--- src/rtl/tuning_pkg.sv ---
// rtl/tuning_pkg.sv - shared types, step table and saturating add for the tuning controller
package tuning_pkg;

  typedef enum logic [1:0] {
    IDLE  = 2'd0,
    MULT  = 2'd1,
    APPLY = 2'd2,
    SEND  = 2'd3
  } state_t;

  localparam int NUM_STEPS = 6;

  // Entry 0 is the finest step (1 Hz), entry 5 the coarsest (100 kHz).
  localparam logic [NUM_STEPS-1:0][31:0] STEP = {
    32'd100_000, 32'd10_000, 32'd1_000, 32'd100, 32'd10, 32'd1
  };

  function automatic logic [31:0] step_hz(input logic [2:0] idx);
    return (idx < 3'(NUM_STEPS)) ? STEP[idx] : 32'd1;
  endfunction

  function automatic logic [7:0] sat_add8(input logic [7:0] a, input logic [7:0] b);
    logic [8:0] s;
    s = {a[7], a} + {b[7], b};
    if (s[8] != s[7]) return s[8] ? 8'h80 : 8'h7f;
    return s[7:0];
  endfunction

endpackage

--- src/rtl/tuning_if.sv ---
// rtl/tuning_if.sv - frequency word valid/ready handshake toward the synth control path
interface tuning_if #(
  parameter int FQ_W = 32
);
  logic [FQ_W-1:0] fq_out;
  logic            fq_valid;
  logic            fq_ready;

  modport master (output fq_out, output fq_valid, input fq_ready);
  modport slave  (input fq_out, input fq_valid, output fq_ready);
endinterface

--- src/rtl/tuning_mul.sv ---
// rtl/tuning_mul.sv - 8 x FQ_W serial shift-add multiplier, LSB first, done 8 cycles after start
module tuning_mul #(
  parameter int FQ_W = 32
) (
  input  logic            aclk,
  input  logic            reset,
  input  logic            start,
  input  logic [7:0]      operand_a,
  input  logic [FQ_W-1:0] operand_b,
  output logic            done,
  output logic [FQ_W-1:0] product
);

  logic [7:0]      a_sh;
  logic [FQ_W-1:0] b_sh;
  logic [FQ_W-1:0] acc;
  logic [2:0]      cnt;
  logic            running;

  // The first partial product is folded into the start cycle so the eighth lands one cycle before done.
  always_ff @(posedge aclk or posedge reset) begin
    if (reset) begin
      a_sh    <= '0;
      b_sh    <= '0;
      acc     <= '0;
      cnt     <= '0;
      running <= 1'b0;
      done    <= 1'b0;
    end else begin
      done <= 1'b0;
      if (start) begin
        acc     <= operand_a[0] ? operand_b : '0;
        a_sh    <= {1'b0, operand_a[7:1]};
        b_sh    <= {operand_b[FQ_W-2:0], 1'b0};
        cnt     <= 3'd1;
        running <= 1'b1;
      end else if (running) begin
        if (a_sh[0]) acc <= acc + b_sh;
        a_sh <= {1'b0, a_sh[7:1]};
        b_sh <= {b_sh[FQ_W-2:0], 1'b0};
        cnt  <= cnt + 3'd1;
        if (cnt == 3'd7) begin
          running <= 1'b0;
          done    <= 1'b1;
        end
      end
    end
  end

  assign product = acc;

endmodule

--- src/rtl/tuning_ctrl.sv ---
// rtl/tuning_ctrl.sv - dial/preset tuning controller with step scaling, band clamp and handshake
module tuning_ctrl
  import tuning_pkg::*;
#(
  parameter int              FQ_W      = 32,
  parameter logic [FQ_W-1:0] FQ_MIN    = 100_000,
  parameter logic [FQ_W-1:0] FQ_MAX    = 30_000_000,
  parameter logic [FQ_W-1:0] FQ_INIT   = 7_000_000,
  parameter logic [2:0]      STEP_INIT = 3'd3
) (
  input  logic            aclk,
  input  logic            reset,
  input  logic            inc_valid,
  input  logic [7:0]      inc,
  input  logic            step_btn,
  input  logic            preset_load,
  input  logic [FQ_W-1:0] preset_fq,
  tuning_if.master        fq_if,
  output logic [2:0]      step_idx,
  output logic            busy
);

  state_t state, state_n;

  logic            inc_valid_d;
  logic            inc_edge;
  logic [FQ_W-1:0] fq_q;

  logic [7:0]      pend_inc, pend_inc_n;
  logic            pend_inc_flag, pend_inc_flag_n;
  logic            pend_pre_flag, pend_pre_flag_n;
  logic [FQ_W-1:0] pend_pre_val, pend_pre_val_n;

  logic            op_preset, op_neg;
  logic [FQ_W-1:0] op_val;

  logic            idle;
  logic            svc_pend_pre, svc_pre, svc_pend_inc, svc_inc;
  logic            svc_any_pre, svc_any_inc;
  logic [7:0]      sel_inc;
  logic [7:0]      mul_a;
  logic            mul_start, mul_done;
  logic [FQ_W-1:0] delta;

  logic [FQ_W:0]   sum_w, room_w;
  logic [FQ_W-1:0] apply_fq;

  assign inc_edge = inc_valid & ~inc_valid_d & (inc != 8'd0);
  assign idle     = (state == IDLE);

  // Service priority in IDLE: pending preset, new preset, pending increment, new increment.
  assign svc_pend_pre = idle & pend_pre_flag;
  assign svc_pre      = idle & ~pend_pre_flag & preset_load;
  assign svc_pend_inc = idle & ~pend_pre_flag & ~preset_load & pend_inc_flag;
  assign svc_inc      = idle & ~pend_pre_flag & ~preset_load & ~pend_inc_flag & inc_edge;
  assign svc_any_pre  = svc_pend_pre | svc_pre;
  assign svc_any_inc  = svc_pend_inc | svc_inc;

  assign sel_inc = svc_pend_inc ? pend_inc : inc;
  assign mul_a   = sel_inc[7] ? (~sel_inc + 8'd1) : sel_inc;

  tuning_mul #(.FQ_W(FQ_W)) u_mul (
    .aclk      (aclk),
    .reset     (reset),
    .start     (mul_start),
    .operand_a (mul_a),
    .operand_b (FQ_W'(step_hz(step_idx))),
    .done      (mul_done),
    .product   (delta)
  );

  always_ff @(posedge aclk or posedge reset) begin
    if (reset) state <= SEND;
    else       state <= state_n;
  end

  always_comb begin
    state_n = state;
    case (state)
      IDLE: begin
        if (svc_any_pre)      state_n = APPLY;
        else if (svc_any_inc) state_n = MULT;
      end
      MULT:    if (mul_done) state_n = APPLY;
      APPLY:   state_n = (apply_fq == fq_q) ? IDLE : SEND;
      SEND:    if (fq_if.fq_ready) state_n = IDLE;
      default: state_n = IDLE;
    endcase
  end

  always_comb begin
    fq_if.fq_valid = (state == SEND);
    mul_start      = svc_any_inc;
  end

  // Band arithmetic is one bit wider than the word so sums and differences never wrap.
  always_comb begin
    sum_w    = {1'b0, fq_q} + {1'b0, delta};
    room_w   = {1'b0, fq_q} - {1'b0, FQ_MIN};
    apply_fq = fq_q;
    if (op_preset) begin
      if (op_val < FQ_MIN)      apply_fq = FQ_MIN;
      else if (op_val > FQ_MAX) apply_fq = FQ_MAX;
      else                      apply_fq = op_val;
    end else if (!op_neg) begin
      apply_fq = (sum_w > {1'b0, FQ_MAX}) ? FQ_MAX : sum_w[FQ_W-1:0];
    end else begin
      apply_fq = ({1'b0, delta} > room_w) ? FQ_MIN : (fq_q - delta);
    end
  end

  // Unserviced events are coalesced; a preset discards any increment queued before it.
  always_comb begin
    pend_inc_n      = pend_inc;
    pend_inc_flag_n = pend_inc_flag;
    pend_pre_flag_n = pend_pre_flag;
    pend_pre_val_n  = pend_pre_val;
    if (svc_pend_inc) begin
      pend_inc_n      = 8'd0;
      pend_inc_flag_n = 1'b0;
    end
    if (svc_pend_pre) pend_pre_flag_n = 1'b0;
    if (preset_load && !svc_pre) begin
      pend_pre_flag_n = 1'b1;
      pend_pre_val_n  = preset_fq;
      pend_inc_n      = 8'd0;
      pend_inc_flag_n = 1'b0;
    end
    if (inc_edge && !svc_inc) begin
      pend_inc_n      = sat_add8(pend_inc_n, inc);
      pend_inc_flag_n = 1'b1;
    end
  end

  always_ff @(posedge aclk or posedge reset) begin
    if (reset) begin
      fq_q          <= FQ_INIT;
      step_idx      <= STEP_INIT;
      inc_valid_d   <= 1'b0;
      pend_inc      <= 8'd0;
      pend_inc_flag <= 1'b0;
      pend_pre_flag <= 1'b0;
      pend_pre_val  <= '0;
      op_preset     <= 1'b0;
      op_neg        <= 1'b0;
      op_val        <= '0;
      busy          <= 1'b1;
    end else begin
      inc_valid_d   <= inc_valid;
      pend_inc      <= pend_inc_n;
      pend_inc_flag <= pend_inc_flag_n;
      pend_pre_flag <= pend_pre_flag_n;
      pend_pre_val  <= pend_pre_val_n;
      busy          <= (state_n != IDLE);
      if (step_btn)
        step_idx <= (step_idx == 3'(NUM_STEPS - 1)) ? 3'd0 : step_idx + 3'd1;
      if (svc_any_pre) begin
        op_preset <= 1'b1;
        op_val    <= svc_pend_pre ? pend_pre_val : preset_fq;
      end else if (svc_any_inc) begin
        op_preset <= 1'b0;
        op_neg    <= sel_inc[7];
      end
      if (state == APPLY && state_n == SEND) fq_q <= apply_fq;
    end
  end

  assign fq_if.fq_out = fq_q;

endmodule

--- src/flat_wrapper.sv ---
// flat-port wrapper written by rule: the top's interface ports become plain ports
module tuning_ctrl_flat import tuning_pkg::*;
#(
  parameter int              FQ_W      = 32,
  parameter logic [FQ_W-1:0] FQ_MIN    = 100_000,
  parameter logic [FQ_W-1:0] FQ_MAX    = 30_000_000,
  parameter logic [FQ_W-1:0] FQ_INIT   = 7_000_000,
  parameter logic [2:0]      STEP_INIT = 3'd3
)
  (aclk, reset, inc_valid, inc, step_btn, preset_load, preset_fq, step_idx, busy, fq_if_fq_out, fq_if_fq_valid, fq_if_fq_ready);
  tuning_if #(.FQ_W(FQ_W)) fq_if_i ();
  input  logic aclk;
  input  logic reset;
  input  logic inc_valid;
  input  logic [7:0] inc;
  input  logic step_btn;
  input  logic preset_load;
  input  logic [FQ_W-1:0] preset_fq;
  output logic [2:0] step_idx;
  output logic busy;
  output wire logic [$bits(fq_if_i.fq_out)-1:0] fq_if_fq_out;
  output wire logic [$bits(fq_if_i.fq_valid)-1:0] fq_if_fq_valid;
  input wire logic [$bits(fq_if_i.fq_ready)-1:0] fq_if_fq_ready;
  assign fq_if_fq_out = fq_if_i.fq_out;
  assign fq_if_fq_valid = fq_if_i.fq_valid;
  assign fq_if_i.fq_ready = fq_if_fq_ready;
  tuning_ctrl #(.FQ_W(FQ_W), .FQ_MIN(FQ_MIN), .FQ_MAX(FQ_MAX), .FQ_INIT(FQ_INIT), .STEP_INIT(STEP_INIT)) u_core (.aclk(aclk), .reset(reset), .inc_valid(inc_valid), .inc(inc), .step_btn(step_btn), .preset_load(preset_load), .preset_fq(preset_fq), .fq_if(fq_if_i), .step_idx(step_idx), .busy(busy));
endmodule
--- config.mk ---
export PLATFORM = sky130hd
export DESIGN_NAME = tuning_ctrl_flat
export DESIGN_NICKNAME = d
export VERILOG_FILES = /design/src/rtl/tuning_pkg.sv /design/src/rtl/tuning_if.sv /design/src/rtl/tuning_mul.sv /design/src/rtl/tuning_ctrl.sv /design/src/flat_wrapper.sv
export SDC_FILE = /design/constraint.sdc
export NUM_CORES = 1
export LEC_CHECK = 0
export ABC_CLOCK_PERIOD_IN_PS = 13000
export CAP_MARGIN = 20
export CORE_ASPECT_RATIO = 0.8
export CORE_UTILIZATION = 30
export DETAILED_ROUTE_END_ITERATION = 7
export GPL_ROUTABILITY_DRIVEN = 0
export PLACE_DENSITY = 0.51
export SLEW_MARGIN = 30
export SYNTH_ARGS = -nofsm -noshare
export SYNTH_HDL_FRONTEND = slang
export SYNTH_HIERARCHICAL = 1
export SYNTH_SLANG_ARGS = --single-unit
--- constraint.sdc ---
create_clock -name aclk -period 13 [get_ports aclk]
set_clock_uncertainty 0.1 [all_clocks]
set_input_delay 2.6 -clock aclk [delete_from_list [all_inputs] [get_ports aclk]]
set_output_delay 2.6 -clock aclk [all_outputs]
set_load 0.02 [all_outputs]
**Word-level counts from Yosys, hierarchy flattened**

Memories as Yosys holds them, arrays and structs flattened.
Cells that the tools add are included.

- Reductions and logical operators: 15
- Eq/ne operators: 8
- Divide/modulo/power cells: 0
- Add/sub/neg operators: 8
- Multiply operators: 0
- Bitwise logic cells: 17
- Muxes and demuxes: 49
- Magnitude comparators: 6
- Shift operators: 0

Operators by type and width:

| operator | count |
|---|---|
| $mux 32 | 15 |
| $mux 8 | 10 |
| $add 32x32->33 | 1 |
| $gt 32x33->1 | 1 |
| $gt 33x25->1 const B | 1 |
| $sub 32x17->33 const B | 1 |
| $add 32x32->32 | 1 |
| $eq 32x32->1 | 1 |
| $gt 32x25->1 const B | 1 |
| $lt 32x17->1 const B | 1 |
| $sub 32x32->32 | 1 |
| $mux 1 | 15 |
| $mux 2 | 5 |
| $reduce_bool 2->1 | 5 |
| $add 8x8->9 | 1 |
| $and 1x1->1 | 9 |
| $mux 3 | 3 |
| $add 8x1->8 const B | 1 |
| $not 8->8 | 1 |
| $pmux 2 s4 | 1 |
| $reduce_bool 8->1 | 1 |
| $add 3x1->3 const B | 2 |
| $eq 2x2->1 const B | 3 |
| $eq 3x3->1 const B | 2 |
| other kinds (11) | 20 |

- Memories kept: 1
- Bits in writable memories: 0
- Latch bits: 0
- Output and inout port bits: 37
- ROM bits: 256
- Register bits: 192

Memories:

| memory | depth | bits a word | read ports | clocked after memory_dff | write ports | RTL line | RTL |
|---|---|---|---|---|---|---|---|
| (no name shown) | 8 | 32 | 1 | 0 | 0 | tuning_pkg.sv:19 | `return (idx < 3'(NUM_STEPS)) ? STEP[idx] : 32'd1;` |

**Depth between registers and ports, before layout**

- Depth in word-level cells: 12
- Depth in mapped cells: 26
- Mapped depth without buffers: 24

**Modules after synthesis**

Netlist, hierarchy kept.

By module, submodules not included:

| module | cells each | times used | area an instance (um^2) |
|---|---|---|---|
| tuning_ctrl | 1782 | 1 | 13819.5 |
| tuning_mul | 556 | 1 | 4921.0 |

**Worst setup path before layout**

No wires, ideal clock.

- Path kind: register to register
- Start point: register u_core.fq_q[18] (netlist: u_core/fq_if.fq_out[18])
- End point: register u_core.fq_q[12] (netlist: u_core/fq_if.fq_out[12])
- Period minus slack after synthesis: 6.652 ns
- Stages on the path, launching flop included: 22
- Slack: 6.348 ns
- Arrival: 6.427 ns
- Library setup time: 0.125 ns
- Cells stage by stage: dfrtp_1 -> clkbuf_1 -> or4_1 -> or3_1 -> or4_1 -> nor3_1 -> xnor2_1 -> ha_1 -> or3_1 -> o211ai_1 -> o21ai_0 -> nor3_2 -> nor2_1 -> o22ai_1 -> mux2_2 -> or4_1 -> nor4_1 -> o2111ai_1 -> nor4_4 -> a31oi_4 -> buf_6 -> mux2_4

- Longest elaborated chain between the ends: 10
- Elaborated cells between the ends (all ways): 14
- Those cells by class: add/sub (3); order compare (2); eq/ne (2); mux (6); reduce/logical (1)

RTL lines:

| item | RTL line | RTL |
|---|---|---|
| from (decl) | tuning_ctrl.sv:27 | `logic [FQ_W-1:0] fq_q;` |
| from (signal assigned) | tuning_ctrl.sv:164 | `if (state == APPLY && state_n == SEND) fq_q <= apply_fq;` |
| $add 32x32->33 / $sub 32x17->33 (equally long branches) | tuning_ctrl.sv:98, tuning_ctrl.sv:99 |  |
| $gt 33x25->1 / $gt 32x33->1 (equally long branches) | tuning_ctrl.sv:106, tuning_ctrl.sv:108 |  |
| $mux 32, on equally long branches | tuning_ctrl.sv:106, tuning_ctrl.sv:108 |  |
| $mux 32 | tuning_ctrl.sv:105 | `end else if (!op_neg) begin` |
| $mux 32 | tuning_ctrl.sv:101 | `if (op_preset) begin` |
| $eq 32x32->1 | tuning_ctrl.sv:85 | `APPLY: state_n = (apply_fq == fq_q) ? IDLE : SEND;` |
| $mux 2 | tuning_ctrl.sv:85 |  |
| $pmux 2 s4 | tuning_ctrl.sv:79 | `case (state)` |
| $eq 2x2->1 | tuning_ctrl.sv:164 |  |
| $logic_and 1x1->1 | tuning_ctrl.sv:164 |  |

Several ways; a longest one is shown, not always the timed one.
A chain may end at the register's enable or synchronous reset.

**Final worst setup path**

- Start point: register u_core.fq_q[6] (netlist: u_core/fq_if.fq_out[6])
- End point: register u_core.fq_q[1] (netlist: u_core/fq_if.fq_out[1])

Same word-level chain as after synthesis.

==> impl_metrics.csv <==
group,metric,value,unit
status,run_status,"finished with violations",
status,violations,"DRC",
sta,finalWorstSetupSlack,5.286,ns
hold_path,hp-class,"reg -> reg",
grt,gr-usage-all-layers,0.2347,
grt,antenna_found_initial,0,
sta,tightest_slew,1.018,ns
cts,clock-sinks,190,
routing,via_per_inst,5.925,
cells_and_area,multi_input_area,13140,um^2
cts,cts-root-buf,"clkbuf_16",
routing,via_count,19000,
power,leakagePower,8.470,nW
sta,rsz0062_at_grt,"false",
routing,routed.top_layer,"met4",
grt,grt_pass1_vias,17880,
grt,grt_max_degree,83,
logic_synthesis,synth_edf_count,0,
placed_design,port_buffers,82,
cts,htree_num_levels,4,
routing,drtIter0Drc,2417,
sta,setup_viol,0,
logic_synthesis,syn_area_per_cell,8.016,um^2
power,vdd_drop_max,0.09511,mV
sta,setup_tns,0,ns
logic_synthesis,synth_top_cell_by_area,"dfrtp_1",
logic_synthesis,netlist_instances,2338,
die,ios,83,
critical_path,critPathSlowestCell,"dfstp_2",
logic_synthesis,synth.yosys.seq_area_share,0.2548,
cts,clockBufferDepth,2,
cells_and_area,seqCellArea,4777,um^2
power,powerDensity,290.8,nW/um^2
logic_synthesis,yosys_warnings,6,
logic_synthesis,synthArstFlopShare,1.000,
sta,max_freq,129.6,MHz
logic_synthesis,synthTopCellsByArea,"dfrtp_1 23%, ha_1 9.1%, o21ai_0 5.3%, nand2_1 4.7%, a21oi_1 4.6%",
logic_synthesis,netlist-cell-type-count,111,
cells_and_area,nFillCells,6462,
flow_run,maxCapViolations,0,
die,rows,81,
routing,route.met3.wl,8.848,mm
logic_synthesis,ys.flop_type,"dfrtp_1",
die,coreArea,61420,um^2
sta,timing.max_slew.rel_slack,0.3162,
logic_synthesis,yosys-top-cells-count,"236 x nand2_1, 200 x o21ai_0, 182 x nor2_1",
cts,clk_pin_slew_worst_paths,0.07,ns
grt,overflow,0,
placed_design,dpl.hpwl,57.56,mm
critical_path,end_kind,"flip-flop",
critical_path,cp_max_fo,28,
cells_and_area,drive_gt1_frac,0.08877,
routing,wl,74.36,mm
cells_and_area,synthToLayoutAreaGrowth,11.92,%
cts,cts_tree,"yes",
routing,route.detailed.drc,15,
cts,cts.repair.resized,0,
logic_synthesis,synth.most_common_cell,"nand2_1",
critical_path,slowest_delay,0.62,ns
critical_path,arrival,8.00,ns
sta,period_minus_slack,7.714,ns
critical_path,cp-start-kind,"flip-flop",
critical_path,cp.required,13.28,ns
placed_design,dpl_worst_slack,5.657,ns
critical_path,crit_buf_inv,3,
routing,wl_met1,33.04,mm
routing,drt_first_pass_iters,8,
cts,cts_hold_buf,0,
routing,wl_per_cell,23.19,um
die,die_h,225.6,um
routing,met2_wirelength,30.38,mm
cts,numCtsBuffers,17,
cells_and_area,nNetsFinal,2550,
sta,hold_viol,0,
critical_path,crit_type,"reg -> reg",
critical_path,crit_family,"simple AND/OR/NAND/NOR gates",
sta,fin_crit_sh,0.5934,
routing,detail-route-antenna-nets,0,
logic_synthesis,netlist.area_leader.share,0.2310,
die,start_util,0.3051,
cts,clkLatencyLatePin,0.50,ns
die,dieWidth,281.4,um
die,die_area,63480,um^2
cells_and_area,n_antenna_cell,0,
sta,drv_slew,0,
grt,grt_pass1_wl,112.5,mm
logic_synthesis,synth.cell_area,18740,um^2
logic_synthesis,ys_ff_latch,190,
cts,cts_setup_buffers,0,
==> state kept, by name, indices dropped and copies added, names as in the netlist <==
name,cells
u_core/u_mul/cnt,3
u_core/u_mul/product,32
u_core/pend_pre_flag,1
u_core/inc_valid_d,1
u_core/op_neg,1
u_core/u_mul/a_sh,7
u_core/pend_pre_val,32
u_core/fq_if.fq_out,32
u_core/op_preset,1
u_core/op_val,32
u_core/state,2
u_core/pend_inc_flag,1
u_core/busy,1
u_core/step_idx,3
u_core/u_mul/running,1
u_core/u_mul/b_sh,31
u_core/pend_inc,8
u_core/u_mul/done,1
==> final timing paths <==
check                                              startpoint                             endpoint  slack, ns  cells after the start
max                        u_core/fq_if.fq_out[6]$_DFFE_PP1P_   u_core/fq_if.fq_out[1]$_DFFE_PP0P_       5.29                     25
min                             u_core/op_val[29]$_DFFE_PP0P_        u_core/op_val[29]$_DFFE_PP0P_       0.38                      2
max reg2reg                u_core/fq_if.fq_out[6]$_DFFE_PP1P_   u_core/fq_if.fq_out[1]$_DFFE_PP0P_       5.29                     25
min reg2reg                     u_core/op_val[29]$_DFFE_PP0P_        u_core/op_val[29]$_DFFE_PP0P_       0.38                      2
max in group asynchronous                               reset  u_core/fq_if.fq_out[12]$_DFFE_PP0P_       9.19                      3
min in group asynchronous                               reset         u_core/inc_valid_d$_DFF_PP0_       2.51                      2
==> power breakdown <==
part	total [mW]	leakage [nW]	switching [mW]	internal, mW
sequential	1.23	2.24	0.419	0.812
combinational	4.32	5.93	2.79	1.52
clock	0.551	0.296	0.277	0.274
==> layout by cell type, fill, tap and decap left out, drive strengths merged, types with 12 or more instances in the layout <==
| master | count |
|---|---|
| nand2 | 241 |
| o21ai | 221 |
| nor2 | 182 |
| a21oi | 176 |
| dfrtp | 173 |
| ha | 136 |
| inv | 122 |
| clkdlybuf4s50 | 82 |
| xnor2 | 81 |
| nand3 | 80 |
| mux2 | 66 |
| mux2i | 63 |
| nor3 | 62 |
| conb | 35 |
| nor4 | 35 |
| a22oi | 34 |
| a21o | 34 |
| xor2 | 33 |
| nor2b | 28 |
| nand4 | 27 |
| and3 | 25 |
| o22ai | 24 |
| o31ai | 24 |
| nand2b | 23 |
| a31oi | 23 |
| buf | 20 |
| o211ai | 19 |
| a211oi | 18 |
| clkbuf | 17 |
| dfstp | 17 |
| or3 | 15 |
| or4 | 15 |
| or2 | 14 |
| and2 | 12 |
| a211o | 12 |
| o21bai | 12 |
==> layer usage <==
metal,global-route usage,up-vias
met5,0,-
met4,0.06609,0
met3,0.09009,156
met2,0.3348,963
met1,0.3246,9249
li1,-,8632
==> kinds of logic (layout without fill, tap and decap cells) <==
logic type               count (synthesis)  count (layout)  share of synthesized area
flip-flops                             190             190                     0.2548
adder cells (fa/ha/maj)                141             141                    0.09561
AO/OA/AOI/OAI                          728             728                     0.2576
XOR/XNOR                               114             114                    0.05328
other                                    1              35                  0.0002001
AND/OR/NAND/NOR                        790             790                     0.2088
multiplexers                           129             129                    0.07651
buffers and inverters                  245             250                    0.05308
==> tightest hold or removal path: cells and delay by family, from the launching register on <==
| family | cells | cell delay, ns |
|---|---|---|
| AND/OR/NAND/NOR | 1 | 0.04 |
| flip-flops | 1 | 0.35 |
| AO/OA/AOI/OAI | 1 | 0.06 |
==> final cells by class <==
cell class | instances | area share
multi-input combinational | 1937 | 0.6266
sequential | 190 | 0.2278
tap | 830 | 0.04951
timing repair buffer | 102 | 0.04665
inverter | 116 | 0.02106
clock buffer | 17 | 0.02028
clock inverter | 15 | 0.008113
==> stage by stage <==
step	hold slack [ns]	cell area, um^2	total power [mW]	cells	utilization
floorplan	0.3246	18870	4.034	2372	-
global placement	0.3602	20350	5.311	3175	0.3313
global route	0.4075	20970	6.465	3207	0.3415
finish	0.3801	20970	6.098	3207	0.3415
CTS	0.3837	20960	5.929	3207	0.3413
detailed placement	0.3666	20360	5.342	3175	0.3316
Power figures use the tool's default switching activity.
